==> src/rtl/clk_gen_tune_ctrl.sv <==
// Tap-select calibration controller: 4-step successive-approximation search over a 16:1 tap mux.
// Optional post-lock tracking is enabled by defining CLK_GEN_TUNE_TRACK_EN.
module clk_gen_tune_ctrl #(
    parameter int         CNT_W       = 16,
    parameter int         SETTLE_CYC  = 8,
    parameter int         TIMEOUT_CYC = 1024,
    parameter logic [3:0] RESET_SEL   = 4'd0
) (
    input  logic             clk_i,
    input  logic             reset_i,
    input  logic             start_i,
    input  logic [CNT_W-1:0] target_i,
    input  logic             manual_en_i,
    input  logic [3:0]       manual_sel_i,
    output logic             meas_start_o,
    input  logic             meas_valid_i,
    input  logic [CNT_W-1:0] meas_count_i,
    output logic [3:0]       sel_o,
    output logic             busy_o,
    output logic             locked_o,
    output logic             err_o
);

    localparam int SW = $clog2(SETTLE_CYC + 1);
    localparam int TW = $clog2(TIMEOUT_CYC + 1);
    localparam logic [SW-1:0] SETTLE_LAST = SW'(SETTLE_CYC - 1);
    localparam logic [TW-1:0] TO_LAST     = TW'(TIMEOUT_CYC - 1);

    typedef enum logic [3:0] {
        S_IDLE, S_SETTLE, S_REQ, S_WAIT, S_DECIDE, S_DONE, S_ERR, S_TREQ, S_TWAIT
    } state_t;

    state_t           state, nxt;
    logic [3:0]       sel_q;
    logic [1:0]       idx;
    logic [CNT_W-1:0] target_q, meas_q;
    logic [SW-1:0]    settle_cnt;
    logic [TW-1:0]    to_cnt;
    logic [3:0]       bit_mask, kept, next_code;
    logic             pass, settle_done, to_done;

    assign bit_mask    = 4'b0001 << idx;
    assign pass        = (meas_q >= target_q);
    assign kept        = pass ? sel_q : (sel_q & ~bit_mask);
    assign next_code   = (idx != 2'd0) ? (kept | (bit_mask >> 1)) : kept;
    assign settle_done = (settle_cnt == SETTLE_LAST);
    assign to_done     = (to_cnt == TO_LAST);
    assign sel_o       = sel_q;

`ifdef CLK_GEN_TUNE_TRACK_EN
    logic [7:0]     track_cnt;
    logic [CNT_W:0] hi_thr;
    logic           track_due;
    assign hi_thr    = {1'b0, target_q} + {1'b0, (target_q >> 4)};
    assign track_due = (track_cnt == 8'hFF);
`endif

    always_ff @(posedge clk_i) begin
        if (reset_i) state <= S_IDLE;
        else         state <= nxt;
    end

    always_comb begin
        nxt = state;
        if (manual_en_i) begin
            nxt = S_IDLE;
        end else begin
            case (state)
                S_IDLE, S_ERR: if (start_i) nxt = S_SETTLE;
                S_DONE: begin
                    if (start_i) nxt = S_SETTLE;
`ifdef CLK_GEN_TUNE_TRACK_EN
                    else if (track_due) nxt = S_TREQ;
`endif
                end
                S_SETTLE: if (settle_done) nxt = S_REQ;
                S_REQ:    nxt = S_WAIT;
                S_WAIT: begin
                    if (meas_valid_i) nxt = S_DECIDE;
                    else if (to_done) nxt = S_ERR;
                end
                S_DECIDE: nxt = (idx == 2'd0) ? S_DONE : S_SETTLE;
`ifdef CLK_GEN_TUNE_TRACK_EN
                S_TREQ:   nxt = S_TWAIT;
                S_TWAIT: begin
                    if (meas_valid_i) nxt = S_DONE;
                    else if (to_done) nxt = S_ERR;
                end
`endif
                default:  nxt = S_IDLE;
            endcase
        end
    end

    always_comb begin
        meas_start_o = (state == S_REQ) || (state == S_TREQ);
        busy_o       = (state == S_SETTLE) || (state == S_REQ) ||
                       (state == S_WAIT) || (state == S_DECIDE);
        locked_o     = (state == S_DONE) || (state == S_TREQ) || (state == S_TWAIT);
        err_o        = (state == S_ERR);
    end

    always_ff @(posedge clk_i) begin
        if (reset_i) begin
            sel_q      <= RESET_SEL;
            idx        <= 2'd0;
            target_q   <= '0;
            meas_q     <= '0;
            settle_cnt <= '0;
            to_cnt     <= '0;
`ifdef CLK_GEN_TUNE_TRACK_EN
            track_cnt  <= '0;
`endif
        end else begin
            settle_cnt <= (state == S_SETTLE) ? settle_cnt + 1'b1 : '0;
            to_cnt     <= (state == S_WAIT || state == S_TWAIT) ? to_cnt + 1'b1 : '0;
`ifdef CLK_GEN_TUNE_TRACK_EN
            track_cnt  <= (state == S_DONE) ? track_cnt + 1'b1 : '0;
`endif
            if (manual_en_i) begin
                sel_q <= manual_sel_i;
            end else begin
                case (state)
                    S_IDLE, S_DONE, S_ERR: begin
                        if (start_i) begin
                            sel_q    <= 4'b1000;
                            idx      <= 2'd3;
                            target_q <= target_i;
                        end
                    end
                    S_WAIT: begin
                        // On timeout the bit under test is undecided, so drop it.
                        if (meas_valid_i) meas_q <= meas_count_i;
                        else if (to_done) sel_q <= sel_q & ~bit_mask;
                    end
                    S_DECIDE: begin
                        sel_q <= next_code;
                        if (idx != 2'd0) idx <= idx - 1'b1;
                    end
`ifdef CLK_GEN_TUNE_TRACK_EN
                    S_TWAIT: begin
                        if (meas_valid_i) begin
                            if (meas_count_i < target_q && sel_q != 4'd0)
                                sel_q <= sel_q - 1'b1;
                            else if ({1'b0, meas_count_i} >= hi_thr && sel_q != 4'd15)
                                sel_q <= sel_q + 1'b1;
                        end
                    end
`endif
                    default: ;
                endcase
            end
        end
    end

endmodule

==> config.mk <==
export PLATFORM = sky130hd
export DESIGN_NAME = clk_gen_tune_ctrl
export DESIGN_NICKNAME = d
export VERILOG_FILES = /design/src/rtl/clk_gen_tune_ctrl.sv
export SDC_FILE = /design/constraint.sdc
export NUM_CORES = 1
export LEC_CHECK = 0
export ABC_AREA = 1
export CAP_MARGIN = 10
export CORE_MARGIN = 4
export CORE_UTILIZATION = 48
export DETAILED_ROUTE_END_ITERATION = 12
export GPL_ROUTABILITY_DRIVEN = 1
export HOLD_SLACK_MARGIN = 0.05
export PLACE_DENSITY = 0.76
export SLEW_MARGIN = 15
export SYNTH_ARGS = -nofsm -noshare
export SYNTH_HDL_FRONTEND = slang
export SYNTH_SLANG_ARGS = --single-unit
==> constraint.sdc <==
create_clock -name clk_i -period 1.5 [get_ports clk_i]
set_input_delay 0.225 -clock clk_i [delete_from_list [all_inputs] [get_ports clk_i]]
set_output_delay 0.225 -clock clk_i [all_outputs]
set_load 0.01 [all_outputs]
# Yosys cells after proc, flatten, opt, wreduce, memory -nomap -nowiden
# Cells that the tools add are included.
word_totals:
  regBits: 57
  inputBits: 41
  wordCells: 72
op_classes:
  n_addsub: 3
  n_lt_le_gt_ge: 1
  eq_ne: 17
  shift: 1
  n_mux: 16
  bitwise: 6
  n_reduce_logical: 21
op_table:
  columns: ["op", "count"]
  rows:
  - ["2-to-1 mux 4 bit", 10]
  - ["equality test 4 x 3 -> 1 bit, second input constant", 5]
  - ["case mux 4 bit (5 select lines)", 1]
  - [">= comparator 16 bit", 1]
  - ["case mux 4 bit (3 select lines)", 1]
  - ["adder 11 x 1 -> 11 bit, second input constant", 1]
  - ["equality test 11 x 10 -> 1 bit, second input constant", 1]
  - ["!= test 3 bit, second input constant", 3]
  - ["AND reduction 3 bit", 3]
  - ["equality test 4 x 2 -> 1 bit, second input constant", 2]
  - ["AND reduction 4 bit", 2]
  - ["logical OR 1 bit", 7]
  - ["OR reduction 2 bit", 3]
  - ["adder 4 x 1 -> 4 bit, second input constant", 1]
  - ["AND 4 bit", 1]
  - ["equality test 4 x 1 -> 1 bit, second input constant", 1]
  - ["equality test 4 bit, second input constant", 1]
  - ["zero test 4 bit", 1]
  - ["2-to-1 mux 2 bit", 2]
  - ["!= test 2 x 1 -> 1 bit, second input constant", 2]
  - ["inverter 4 bit", 1]
  - ["bitwise OR 4 x 3 -> 4 bit", 1]
  - ["case mux 2 bit (2 select lines)", 1]
  - ["nonzero test 2 bit", 2]
  - ["9 further kinds", 11]

# Logic depth before layout (Yosys ltp)
# Gate-level depths: netlist of run 1.
logic_depth:
  word_depth: 8
  ltp_mapped: 17
  depth_no_buf: 17

# Worst setup path after synthesis of run 1
# OpenSTA, ideal clock, no wires.
synth_timing:
  path_kind: "flip-flop to flip-flop"
  from: "reg to_cnt[0]"
  to: "reg sel_q[2], in the netlist sel_o[2]"
  setup_time_ns: 0.066
  arrival_time_ns: 1.454
  slack_ns: -0.020
  stages_incl_launch_ff: 12
  n_path_buf: 0
  cell_sequence: "dfxtp_1 > ha_1 > nand2_1 > nor3_1 > nand4_1 > nand3_1 > nand2_1 > nor2_4 > inv_2 > nor2_2 > nand2_1 > a21oi_2"
synth_between:
  elab_chain_cells: 3
synth_lines:
  columns: ["element", "line", "source"]
  rows:
  - ["start, declared", "38", "logic [TW-1:0] to_cnt;"]
  - ["start signal, assigned", "116", "to_cnt <= (state == S_WAIT || state == S_TWAIT) ? to_cnt + 1'b1 : '0;"]
  - ["equality test 11 x 10 -> 1 bit", "47", "assign to_done = (to_cnt == TO_LAST);"]
  - ["!= test 3 bit (no source line)", null, null]
  - ["AND reduction 4 bit (no source line)", null, null]
  - ["end signal, assigned", "121", "sel_q <= manual_sel_i;"]
  - ["end signal, assigned", "134", "else if (to_done) sel_q <= sel_q & ~bit_mask;"]
  - ["end signal, assigned", "137", "sel_q <= next_code;"]
  - ["end, declared", "34", "logic [3:0] sel_q;"]
# Every way passes these cells.
# A chain may end at the register's enable or synchronous reset.

# Worst setup path in the final report of run 1
layout_timing:
  from: "reg meas_q[0]"
  to: "reg sel_q[1], in the netlist sel_o[1]"
layout_between:
  elab_chain_cells: 6
layout_lines:
  columns: ["element", "line", "source"]
  rows:
  - ["start, declared", "36", "logic [CNT_W-1:0] target_q, meas_q;"]
  - ["start signal, assigned", "133", "if (meas_valid_i) meas_q <= meas_count_i;"]
  - [">= comparator 16 bit (*)", "43", "assign pass = (meas_q >= target_q);"]
  - ["2-to-1 mux 4 bit (*)", "44", "assign kept = pass ? sel_q : (sel_q & ~bit_mask);"]
  - ["bitwise OR 4 x 3 -> 4 bit", "45", "assign next_code = (idx != 2'd0) ? (kept | (bit_mask >> 1)) : kept;"]
  - ["2-to-1 mux 4 bit (*)", "45", null]
  - ["case mux 4 bit (3 select lines) (*)", "123", "case (state)"]
  - ["2-to-1 mux 4 bit (*)", "120", "if (manual_en_i) begin"]
# Every way passes the cells marked *; elsewhere a longest branch is shown, timed or not.

==> flow_summary_export.csv, run 1 <==
group,metric,value,unit
global_routing,grt.busiest_layer,"met2",
global_routing,antenna_found_initial,0,
drt,drt_iter0_markers,176,
critical_path,crit_family,"simple AND/OR/NAND/NOR gates",
sta,max_freq,579,MHz
critical_path,cpPeakStageDelay,340,ps
synthesis,synth-seq-area-share,39.7,%
final_layout,layout_common_cells,"53 x nor2_1, 41 x dfxtp_1, 41 x buf_4",
sta,slew_headroom,74.2,%
drt,detail-route-antenna-nets,0,
place,place_area,0.00368,mm2
run_status,violations,"setup timing",
final_layout,drive_gt1_share,35.9,%
floorplan,fp.dieH,84.7,um
sta,tns,-1540,ps
synthesis,synthCells,391,
sta,period_needed,1730,ps
pwr,cellPowerDensity,878,mW/mm2
final_layout,final_common_cell,"nor2_1",
place,io_buffers,48,
clocking,htree_levels,2,
hold_path,hold-path-endpoint,"target_q[4]$_SDFFE_PP0P_",
sta,whs,473,ps
synthesis,yosys_warnings,0,
pwr,ir_worst_vdd,609,uV
final_layout,final_cells,562,
clocking,cts_buffers,5,
clocking,cts_tree,"built",
final_layout,n_antenna_cell,0,
final_layout,nets,552,
drt,dr.pass1.iters,4,
global_routing,grt_util_met2,39.9,%
sta,tightest_slew,386,ps
global_routing,grt_pass1_wl,12700,um
sta,fin_crit_sh,115,%
synthesis,synth-seq-cells,56,
clocking,cts.sinks,56,
synthesis,synth.cell_area,0.00282,mm2
critical_path,r2r-end,"sel_o[1]$_SDFFE_PP0P_",
sta,rsz0062_at_grt,"true",
critical_path,rr_worst_depth,16,
critical_path,crit_buf_inv,1,
global_routing,grt_pass1_vias,2852,
floorplan,fp.coreArea,0.00561,mm2
floorplan,rows,27,
run_status,outcome,"finished, violations left",
global_routing,grtUsageMet1,24.5,%
sta,slew_viol_final,0,
hold_path,hold_depth,2,
critical_path,r2r_slack,-230,ps
floorplan,fp.dieW,84.7,um
critical_path,critPathMostFrequentCell,"nand2_1",
critical_path,cpMaxStageDelayCell,"dfxtp_2",
flow_run,max_cap_violations,0,
final_layout,regArea,0.00115,mm2
critical_path,crit_path_cell_trace,"inv_2 -> ha_4 -> nand2_2 -> nor2_1 -> nor2_1 -> nand2_1 -> nand2_1 -> nand2_1 -> nand2_2 -> nand2_4 -> nand2_1 -> nand2_1 -> nand2_1 -> nand2_1 -> nand2_1 -> a21oi_2",
final_layout,syn2layout_area_growth,57.0,%
drt,route.detailed.drc,0,
clocking,cts_hold_buf,0,
floorplan,die-area,0.00717,mm2
critical_path,cp.arrival,1970,ps
sta,finalSetupViolCount,11,
synthesis,synth_cell_types,32,
critical_path,crit_fanout,4,
floorplan,ios,49,
place,place_congestion,0.842,
global_routing,grt_overflow,0,
global_routing,grt_max_degree,19,
synthesis,synth_nets,454,
clocking,clkTransAtPathRegs,100,ps
critical_path,critPathKind,"register to register",
global_routing,met3_usage,5.00,%
final_layout,fill_cells,370,
drt,wl_per_cell,15.2,um
critical_path,crit_required,1740,ps
sta,hold_viol,0,
final_layout,multi_input_area,0.00190,mm2
clocking,worstSkewPairLatency,310,ps
hold_path,hold_start,"target_q[4]$_SDFFE_PP0P_",
place,place_inst,543,
drt,via_count,2983,
clocking,cts-root-buf,"clkbuf_8",
pwr,power.leakage,0.00187,uW
sta,final.setup.worst_slack,-226,ps
final_layout,fin_area,0.00443,mm2
clocking,cts_max_path_buffers,2,
drt,vias_per_cell,5.31,
final_layout,post-route-util,79.0,%
synthesis,syn_avg_cell_area,7.22,um2
drt,routed_wl,8520,um
critical_path,cp-end-kind,"register",
global_routing,grt.total_usage,21.6,%
place,place_hpwl,5010,um
floorplan,initial_utilization,50.3,%
sta,skew,8.87,ps
hold_path,hold_class,"register to register",
critical_path,reg2reg_from,"meas_q[0]$_SDFFE_PP0P_",
critical_path,worst_setup_path_start_kind,"register",
-- per-stage QoR --
step	total power (uW)	worst slack (ps)
3_5_place_dp	2430	-228
2_1_floorplan	2050	35.3
5_1_grt	4060	-347
6_report	3890	-226
4_1_cts	3690	-111
3_3_place_gp	2410	-204
-- how the worst max path moves through the flow --
stage,start,to,cells after the start
after floorplan,target_q[3]$_SDFFE_PP0P_,sel_o[2]$_SDFFE_PP0P_,16
after global placement,state[1]$_SDFFE_PP0P_,meas_start_o,9
after global routing,target_q[3]$_SDFFE_PP0P_,sel_o[1]$_SDFFE_PP0P_,16
after CTS,target_q[10]$_SDFFE_PP0P_,sel_o[1]$_SDFFE_PP0P_,12
after detailed placement,state[1]$_SDFFE_PP0P_,meas_start_o,9
final,meas_q[0]$_SDFFE_PP0P_,sel_o[1]$_SDFFE_PP0P_,16
-- synthesized netlist by cell type --
cell      instances  share of area, %
dfxtp_1          56                40
a21oi_1          35               6.2
nand4_1           2              0.44
nand3b_1          1              0.27
nor2_2            3              0.66
nor4_1            1              0.22
nand2_1          60               8.0
nand3_2           2              0.71
ha_1             22               9.8
o21a_1            2              0.53
clkbuf_1          3              0.40
a211oi_1          1              0.27
nand2_2           4              0.89
nor2_4            2              0.80
nor3_1            9               1.6
a31oi_1           4              0.89
or2_2             2              0.44
nor2_1           58               7.7
o21ai_2           1              0.31
clkinv_1          1              0.13
inv_1            47               6.3
inv_2             8               1.1
xor2_1            3              0.93
o21ai_0          43               7.6
nand3_1          11               2.0
o21ai_1           1              0.18
buf_1             1              0.13
buf_2             4              0.71
nand2_4           1              0.40
nor3b_1           1              0.27
o21bai_1          1              0.27
a21oi_2           1              0.31
-- cell families after synthesis --
family / after synthesis / synth area share (%)
simple gates: 157 / 24.3
xor+xnor: 3 / 0.931
flops: 56 / 39.7
compound gates: 89 / 16.6
buf+inv: 64 / 8.69
fa+ha+maj: 22 / 9.75
-- worst min-delay path, delay by kind of cell (launching register included) --
kind / cells / cell delay [ps]
buffers and inverters: 1 / 70
AO/OA/AOI/OAI: 1 / 60
flip-flops: 1 / 310
-- final cells by class --
class,count,area share [%]
repair buffers,99,21.1
clock buffers,5,1.55
inverters,56,4.97
multi-input cells,271,42.8
clock inverters,3,1.55
well taps,72,2.03
flip-flops and latches,56,25.9
-- routing by layer --
metal | share of wire, % | routed length [um] | up-vias
met5 | 0 | 0 | -
met3 | 5.0 | 426 | 20
li1 | - | - | 1465
met1 | 39 | 3340 | 1400
met2 | 53 | 4550 | 98
met4 | 2.5 | 209 | 0
-- registers in the layout, summed over array words and instances (netlist names) --
name	count
settle_cnt	4
meas_q	16
target_q	16
idx	2
to_cnt	11
state	3
sel_o	4
-- power by group --
group / internal (uW) / leakage (uW) / switching [uW] / total [uW]
Combinational: 525 / 0.00134 / 556 / 1080
Clock: 673 / 0.0000687 / 523 / 1200
Sequential: 1560 / 0.000463 / 55.7 / 1620
Total: 2760 / 0.00187 / 1130 / 3890
-- timing repair --
| item | CTS | global route |
|---|---|---|
| gates cloned | 1 | 1 |
| gates resized for setup | 73 | 90 |
| hold endpoints to repair | 0 | 0 |
| endpoints found under the setup margin | 47 | 54 |
| setup buffers | 2 | 8 |
| pin swaps | 23 | 24 |
(Power assumes the default switching activity.)
==> run 2, diff against run 1 <==
--- a/config.mk
+++ b/config.mk
@@ -8,11 +8,12 @@
 export ABC_AREA = 1
 export CAP_MARGIN = 10
 export CORE_MARGIN = 4
-export CORE_UTILIZATION = 48
+export CORE_UTILIZATION = 49
+export CTS_BUF_LIST = sky130_fd_sc_hd__clkbuf_8
 export DETAILED_ROUTE_END_ITERATION = 12
 export GPL_ROUTABILITY_DRIVEN = 1
 export HOLD_SLACK_MARGIN = 0.05
-export PLACE_DENSITY = 0.76
+export PLACE_DENSITY = 0.78
 export SLEW_MARGIN = 15
 export SYNTH_ARGS = -nofsm -noshare
 export SYNTH_HDL_FRONTEND = slang
==> flow_summary_export.csv, run 2 (synthesis results as in run 1) <==
group,metric,value,unit
place,io_buffers,48,
sta,slew_headroom,80.9,%
clocking,cts.sinks,56,
sta,finalSetupViolCount,14,
final_layout,final_common_cell,"nand2_1",
sta,rsz0062_at_grt,"true",
critical_path,crit_required,1730,ps
global_routing,grt_pass1_wl,12000,um
floorplan,ios,49,
critical_path,cp-end-kind,"register",
final_layout,final_cells,563,
clocking,htree_levels,2,
critical_path,critPathKind,"register to register",
critical_path,reg2reg_from,"meas_q[3]$_SDFFE_PP0P_",
flow_run,max_cap_violations,0,
place,pre_cts_slack,-269,ps
drt,detail-route-antenna-nets,0,
floorplan,fp.dieW,83.9,um
global_routing,grt.busiest_layer,"met2",
clocking,cts_max_path_buffers,2,
critical_path,r2r_slack,-180,ps
final_layout,nets,553,
final_layout,syn2layout_area_growth,54.3,%
floorplan,rows,27,
place,place_area,0.00364,mm2
critical_path,r2r-end,"sel_o[2]$_SDFFE_PP0P_",
place,place_hpwl,4760,um
sta,tns,-1450,ps
hold_path,hold-path-endpoint,"settle_cnt[0]$_SDFF_PP0_",
clocking,cts-root-buf,"clkbuf_8",
drt,drt_iter0_markers,178,
final_layout,layout_common_cells,"50 x nand2_1, 44 x nor2_1, 44 x dfxtp_1",
clocking,cts_hold_buf,0,
clocking,worstSkewPairLatency,320,ps
drt,vias_per_cell,5.29,
sta,hold_viol,0,
clocking,cts_buffers,5,
global_routing,grtUsageMet1,24.1,%
final_layout,fin_area,0.00436,mm2
pwr,ir_worst_vdd,752,uV
global_routing,grt_max_degree,35,
sta,final.setup.worst_slack,-178,ps
sta,max_freq,596,MHz
global_routing,grt_pass1_vias,2759,
hold_path,hold_class,"register to register",
sta,slew_viol_final,0,
floorplan,fp.dieH,83.9,um
global_routing,grt_overflow,0,
drt,dr.pass1.iters,4,
place,place_congestion,0.927,
drt,route.detailed.drc,0,
final_layout,reg.largest.list,"meas_q (16), target_q (16), to_cnt (11)",
critical_path,worst_setup_path_start_kind,"register",
final_layout,drive_gt1_share,32.0,%
sta,period_needed,1680,ps
clocking,cts_tree,"built",
pwr,power.leakage,0.00189,uW
hold_path,hold_start,"settle_cnt[0]$_SDFF_PP0_",
drt,routed_wl,8380,um
floorplan,initial_utilization,50.9,%
run_status,outcome,"finished, violations left",
global_routing,grt_util_met2,36.3,%
run_status,violations,"setup timing",
drt,wl_per_cell,14.9,um
sta,tightest_slew,284,ps
critical_path,crit_fanout,4,
critical_path,rr_worst_depth,15,
sta,skew,16.7,ps
drt,via_count,2980,
clocking,clkTransAtPathRegs,110,ps
global_routing,grt.total_usage,20.2,%
place,place_inst,537,
hold_path,hold_depth,1,
global_routing,antenna_found_initial,0,
floorplan,fp.coreArea,0.00554,mm2
sta,fin_crit_sh,112,%
final_layout,n_antenna_cell,0,
final_layout,post-route-util,78.6,%
global_routing,met3_usage,5.43,%
pwr,cellPowerDensity,805,mW/mm2
floorplan,die-area,0.00704,mm2
critical_path,cp.arrival,1900,ps
-- run 2: layout make-up --
class,instances,area [um2]
multi-input combinational,271,1790
fill,364,1180
sequential,56,1140
timing repair buffer,100,1020
inverter,56,224
tap,72,90.1
clock buffer,5,68.8
clock inverter,3,20.0
-- run 2: where the power goes --
| part | total, uW | internal (uW) | switching (uW) |
|---|---|---|---|
| Combinational | 1020 | 502 | 519 |
| Sequential | 1630 | 1560 | 64.5 |
| Clock | 858 | 328 | 530 |
| Total | 3500 | 2390 | 1110 |
-- run 2: layer usage --
metal  part of all wire (%)  wire, um  vias up
met1                     41      3410     1390
li1                       -         -     1466
met2                     51      4250       99
met5                      0         0        -
met3                    5.4       450       25
met4                    3.3       274        0
-- run 2: what timing repair did --
item | 4_1_cts | 5_1_grt
pin swaps | 19 | 25
resized for setup | 68 | 77
cloned | 0 | 4
setup endpoints to repair | 50 | 57
setup buffers | 8 | 6
-- run 2: through the flow --
| stage | hold WS [ps] | power (uW) |
|---|---|---|
| detailed placement | 438 | 2430 |
| CTS | 459 | 3340 |
| global placement | 430 | 2410 |
| finish | 461 | 3500 |
| global route | 469 | 3680 |
| floorplan | 287 | 2050 |
-- run 2: how the worst max path moves through the flow --
stage                        startpoint               endpoint  slack [ps]  cells after the start
6_report         meas_q[3]$_SDFFE_PP0P_  sel_o[2]$_SDFFE_PP0P_        -180                     15
5_1_grt        target_q[3]$_SDFFE_PP0P_  sel_o[3]$_SDFFE_PP0P_        -320                     15
4_1_cts        target_q[3]$_SDFFE_PP0P_  sel_o[2]$_SDFFE_PP0P_        -130                     16
3_5_place_dp      state[0]$_SDFFE_PP0P_                 busy_o        -270                      6
3_3_place_gp      state[0]$_SDFFE_PP0P_           meas_start_o        -240                      9
2_1_floorplan  target_q[3]$_SDFFE_PP0P_  sel_o[2]$_SDFFE_PP0P_          40                     16
-- run 2: worst max-delay path, stage by stage, from the launching register on --
cell     delay (ps)
dfxtp_2         360
ha_4            250
nand2_1          60
nand2_1          50
nor2_1          130
nand2_1          60
nand2_1          70
nand2_1          80
nand2_1          80
nand2_2          90
nand2_1          70
nand2_1          40
nand2_1          60
nand2_1          60
nand2_1          70
a21oi_2          50
==> run 3, diff against run 2 <==
--- a/config.mk
+++ b/config.mk
@@ -7,6 +7,7 @@
 export LEC_CHECK = 0
 export ABC_AREA = 1
 export CAP_MARGIN = 10
+export CORE_ASPECT_RATIO = 1.75
 export CORE_MARGIN = 4
 export CORE_UTILIZATION = 49
 export CTS_BUF_LIST = sky130_fd_sc_hd__clkbuf_8
==> flow_summary_export.csv, run 3 (synthesis results as in run 1) <==
group,metric,value,unit
critical_path,r2r_slack,-180,ps
final_layout,nets,558,
drt,dr.pass1.iters,4,
critical_path,critPathKind,"register to register",
critical_path,rr_worst_depth,16,
place,place_area,0.00367,mm2
run_status,outcome,"finished, violations left",
run_status,violations,"setup timing",
pwr,total_power,3860,uW
clocking,htree_levels,2,
global_routing,grt.total_usage,22.2,%
final_layout,syn2layout_area_growth,59.6,%
global_routing,grt_max_degree,32,
pwr,power.share.clock,30.0,%
sta,hold_viol,0,
drt,route.detailed.drc,0,
critical_path,crit_buf_inv,1,
critical_path,cpPeakStageDelay,340,ps
sta,max_freq,594,MHz
critical_path,crit_family,"simple AND/OR/NAND/NOR gates",
place,place_hpwl,5240,um
final_layout,layout_common_cells,"53 x nor2_1, 47 x nand2_1, 44 x buf_4",
critical_path,crit_fanout,4,
pwr,seq_power_share,42.3,%
hold_path,hold_class,"register to register",
floorplan,fp.coreArea,0.00559,mm2
final_layout,fin_area,0.00450,mm2
critical_path,worst_setup_path_start_kind,"register",
sta,fin_crit_sh,112,%
global_routing,grt_overflow,0,
place,place_congestion,0.848,
critical_path,r2r-end,"sel_o[1]$_SDFFE_PP0P_",
drt,drt_iter0_markers,234,
clocking,cts.sinks,56,
global_routing,grt_pass1_wl,12300,um
clocking,worstSkewPairLatency,320,ps
pwr,pwr-share-comb,27.8,%
clocking,cts_tree,"built",
pwr,ir_worst_vdd,641,uV
sta,skew,10.6,ps
sta,period_needed,1680,ps
floorplan,fp.dieW,65.4,um
sta,rsz0062_at_grt,"true",
critical_path,critPathMostFrequentCell,"nand2_1",
final_layout,n_antenna_cell,0,
pwr,power.leakage,0.00188,uW
floorplan,ios,49,
clocking,clkTransAtPathRegs,100,ps
final_layout,final_cells,571,
final_layout,post-route-util,80.6,%
clocking,cts_buffers,5,
sta,whs,451,ps
floorplan,initial_utilization,50.5,%
pwr,switchingPower,1110,uW
drt,detail-route-antenna-nets,0,
global_routing,grt_pass1_vias,2942,
hold_path,hold-path-endpoint,"settle_cnt[0]$_SDFF_PP0_",
drt,via_count,3019,
critical_path,reg2reg_from,"target_q[1]$_SDFFE_PP0P_",
global_routing,antenna_found_initial,0,
hold_path,hold_depth,1,
clocking,cts_hold_buf,0,
floorplan,rows,36,
final_layout,final_common_cell,"nor2_1",
critical_path,crit_path_cell_trace,"inv_2 -> ha_4 -> nand2_2 -> nor2_2 -> nor2_1 -> nand2_1 -> nand2_1 -> nand2_1 -> nand2_1 -> nand2_2 -> nand2_1 -> nand2_1 -> nand2_1 -> nand2_1 -> nand2_1 -> a21oi_2",
place,io_buffers,48,
final_layout,fill_cells,350,
sta,slew_headroom,72.0,%
drt,vias_per_cell,5.29,
critical_path,cpMaxStageDelayCell,"dfxtp_2",
place,place_inst,545,
drt,wl_per_cell,15.7,um
hold_path,hold_start,"settle_cnt[0]$_SDFF_PP0_",
clocking,cts-root-buf,"clkbuf_8",
critical_path,crit_required,1750,ps
clocking,cts_max_path_buffers,2,
final_layout,reg.largest.list,"meas_q (16), target_q (16), to_cnt (11)",
flow_run,max_cap_violations,0,
floorplan,die-area,0.00709,mm2
critical_path,cp.arrival,1940,ps
pwr,p_sw_share,28.8,%
critical_path,cp-end-kind,"register",
critical_path,cp_num_cells,16,
sta,tightest_slew,418,ps
pwr,p_int,2750,uW
sta,final.setup.worst_slack,-185,ps
final_layout,drive_gt1_share,37.2,%
sta,slew_viol_final,0,
floorplan,fp.dieH,108,um
sta,finalSetupViolCount,14,
drt,routed_wl,8960,um
pwr,cellPowerDensity,857,mW/mm2
-- run 3: area by class of cell --
cell class	count	area [um2]	area share, %
Clock buffer	5	68.8	1.53
Inverter	56	240	5.33
Clock inverter	2	60.1	1.33
Multi-Input combinational cell	271	1890	41.9
Sequential cell	56	1150	25.6
Tap cell	76	95.1	2.11
Timing Repair Buffer	105	997	22.1
-- run 3: how the worst max path moves through the flow --
| stage | start | endpoint | slack (ps) |
|---|---|---|---|
| after global placement | state[2]$_SDFFE_PP0P_ | meas_start_o | -210 |
| after CTS | target_q[11]$_SDFFE_PP0P_ | sel_o[2]$_SDFFE_PP0P_ | -180 |
| after floorplan | target_q[3]$_SDFFE_PP0P_ | sel_o[2]$_SDFFE_PP0P_ | 40 |
| after detailed placement | state[0]$_SDFFE_PP0P_ | busy_o | -260 |
| final | target_q[1]$_SDFFE_PP0P_ | sel_o[1]$_SDFFE_PP0P_ | -180 |
| after global routing | to_cnt[4]$_SDFF_PP0_ | sel_o[2]$_SDFFE_PP0P_ | -310 |
-- run 3: per-layer routing --
| metal | routed length [um] | track usage [%] | up-vias |
|---|---|---|---|
| li1 | - | - | 1474 |
| met1 | 3000 | 20.7 | 1418 |
| met2 | 5160 | 44.0 | 95 |
| met3 | 343 | 3.01 | 32 |
| met4 | 456 | 12.8 | 0 |
| met5 | 0 | 0 | - |
-- run 3: repair_timing --
action	4_1_cts	5_1_grt
pin swaps	21	25
buffers inserted	16	2
gates resized for setup	79	87
gates cloned	0	2
setup endpoints to repair	51	51
-- run 3: worst reg2reg max path: cells and delay by family (launching register included) --
family / cells / cell delay, ps
fa+ha+maj: 1 / 270
simple gates: 13 / 870
compound gates: 1 / 100
flops: 1 / 340
buf+inv: 1 / 50
-- run 3: power groups by stage --
| stage | combinational (uW) | clock [uW] | sequential, uW |
|---|---|---|---|
| 2_1_floorplan | 419 | 0 | 1630 |
| 3_3_place_gp | 778 | 0 | 1640 |
| 3_5_place_dp | 795 | 0 | 1640 |
| 4_1_cts | 899 | 1150 | 1620 |
| 5_1_grt | 1160 | 1210 | 1640 |
| 6_report | 1070 | 1160 | 1630 |
-- run 3: per-stage QoR --
stage / TNS, ps / setup WS (ps)
floorplan: 0 / 35.3
global placement: -3020 / -212
detailed placement: -4900 / -261
CTS: -923 / -178
global route: -2700 / -310
finish: -1100 / -185
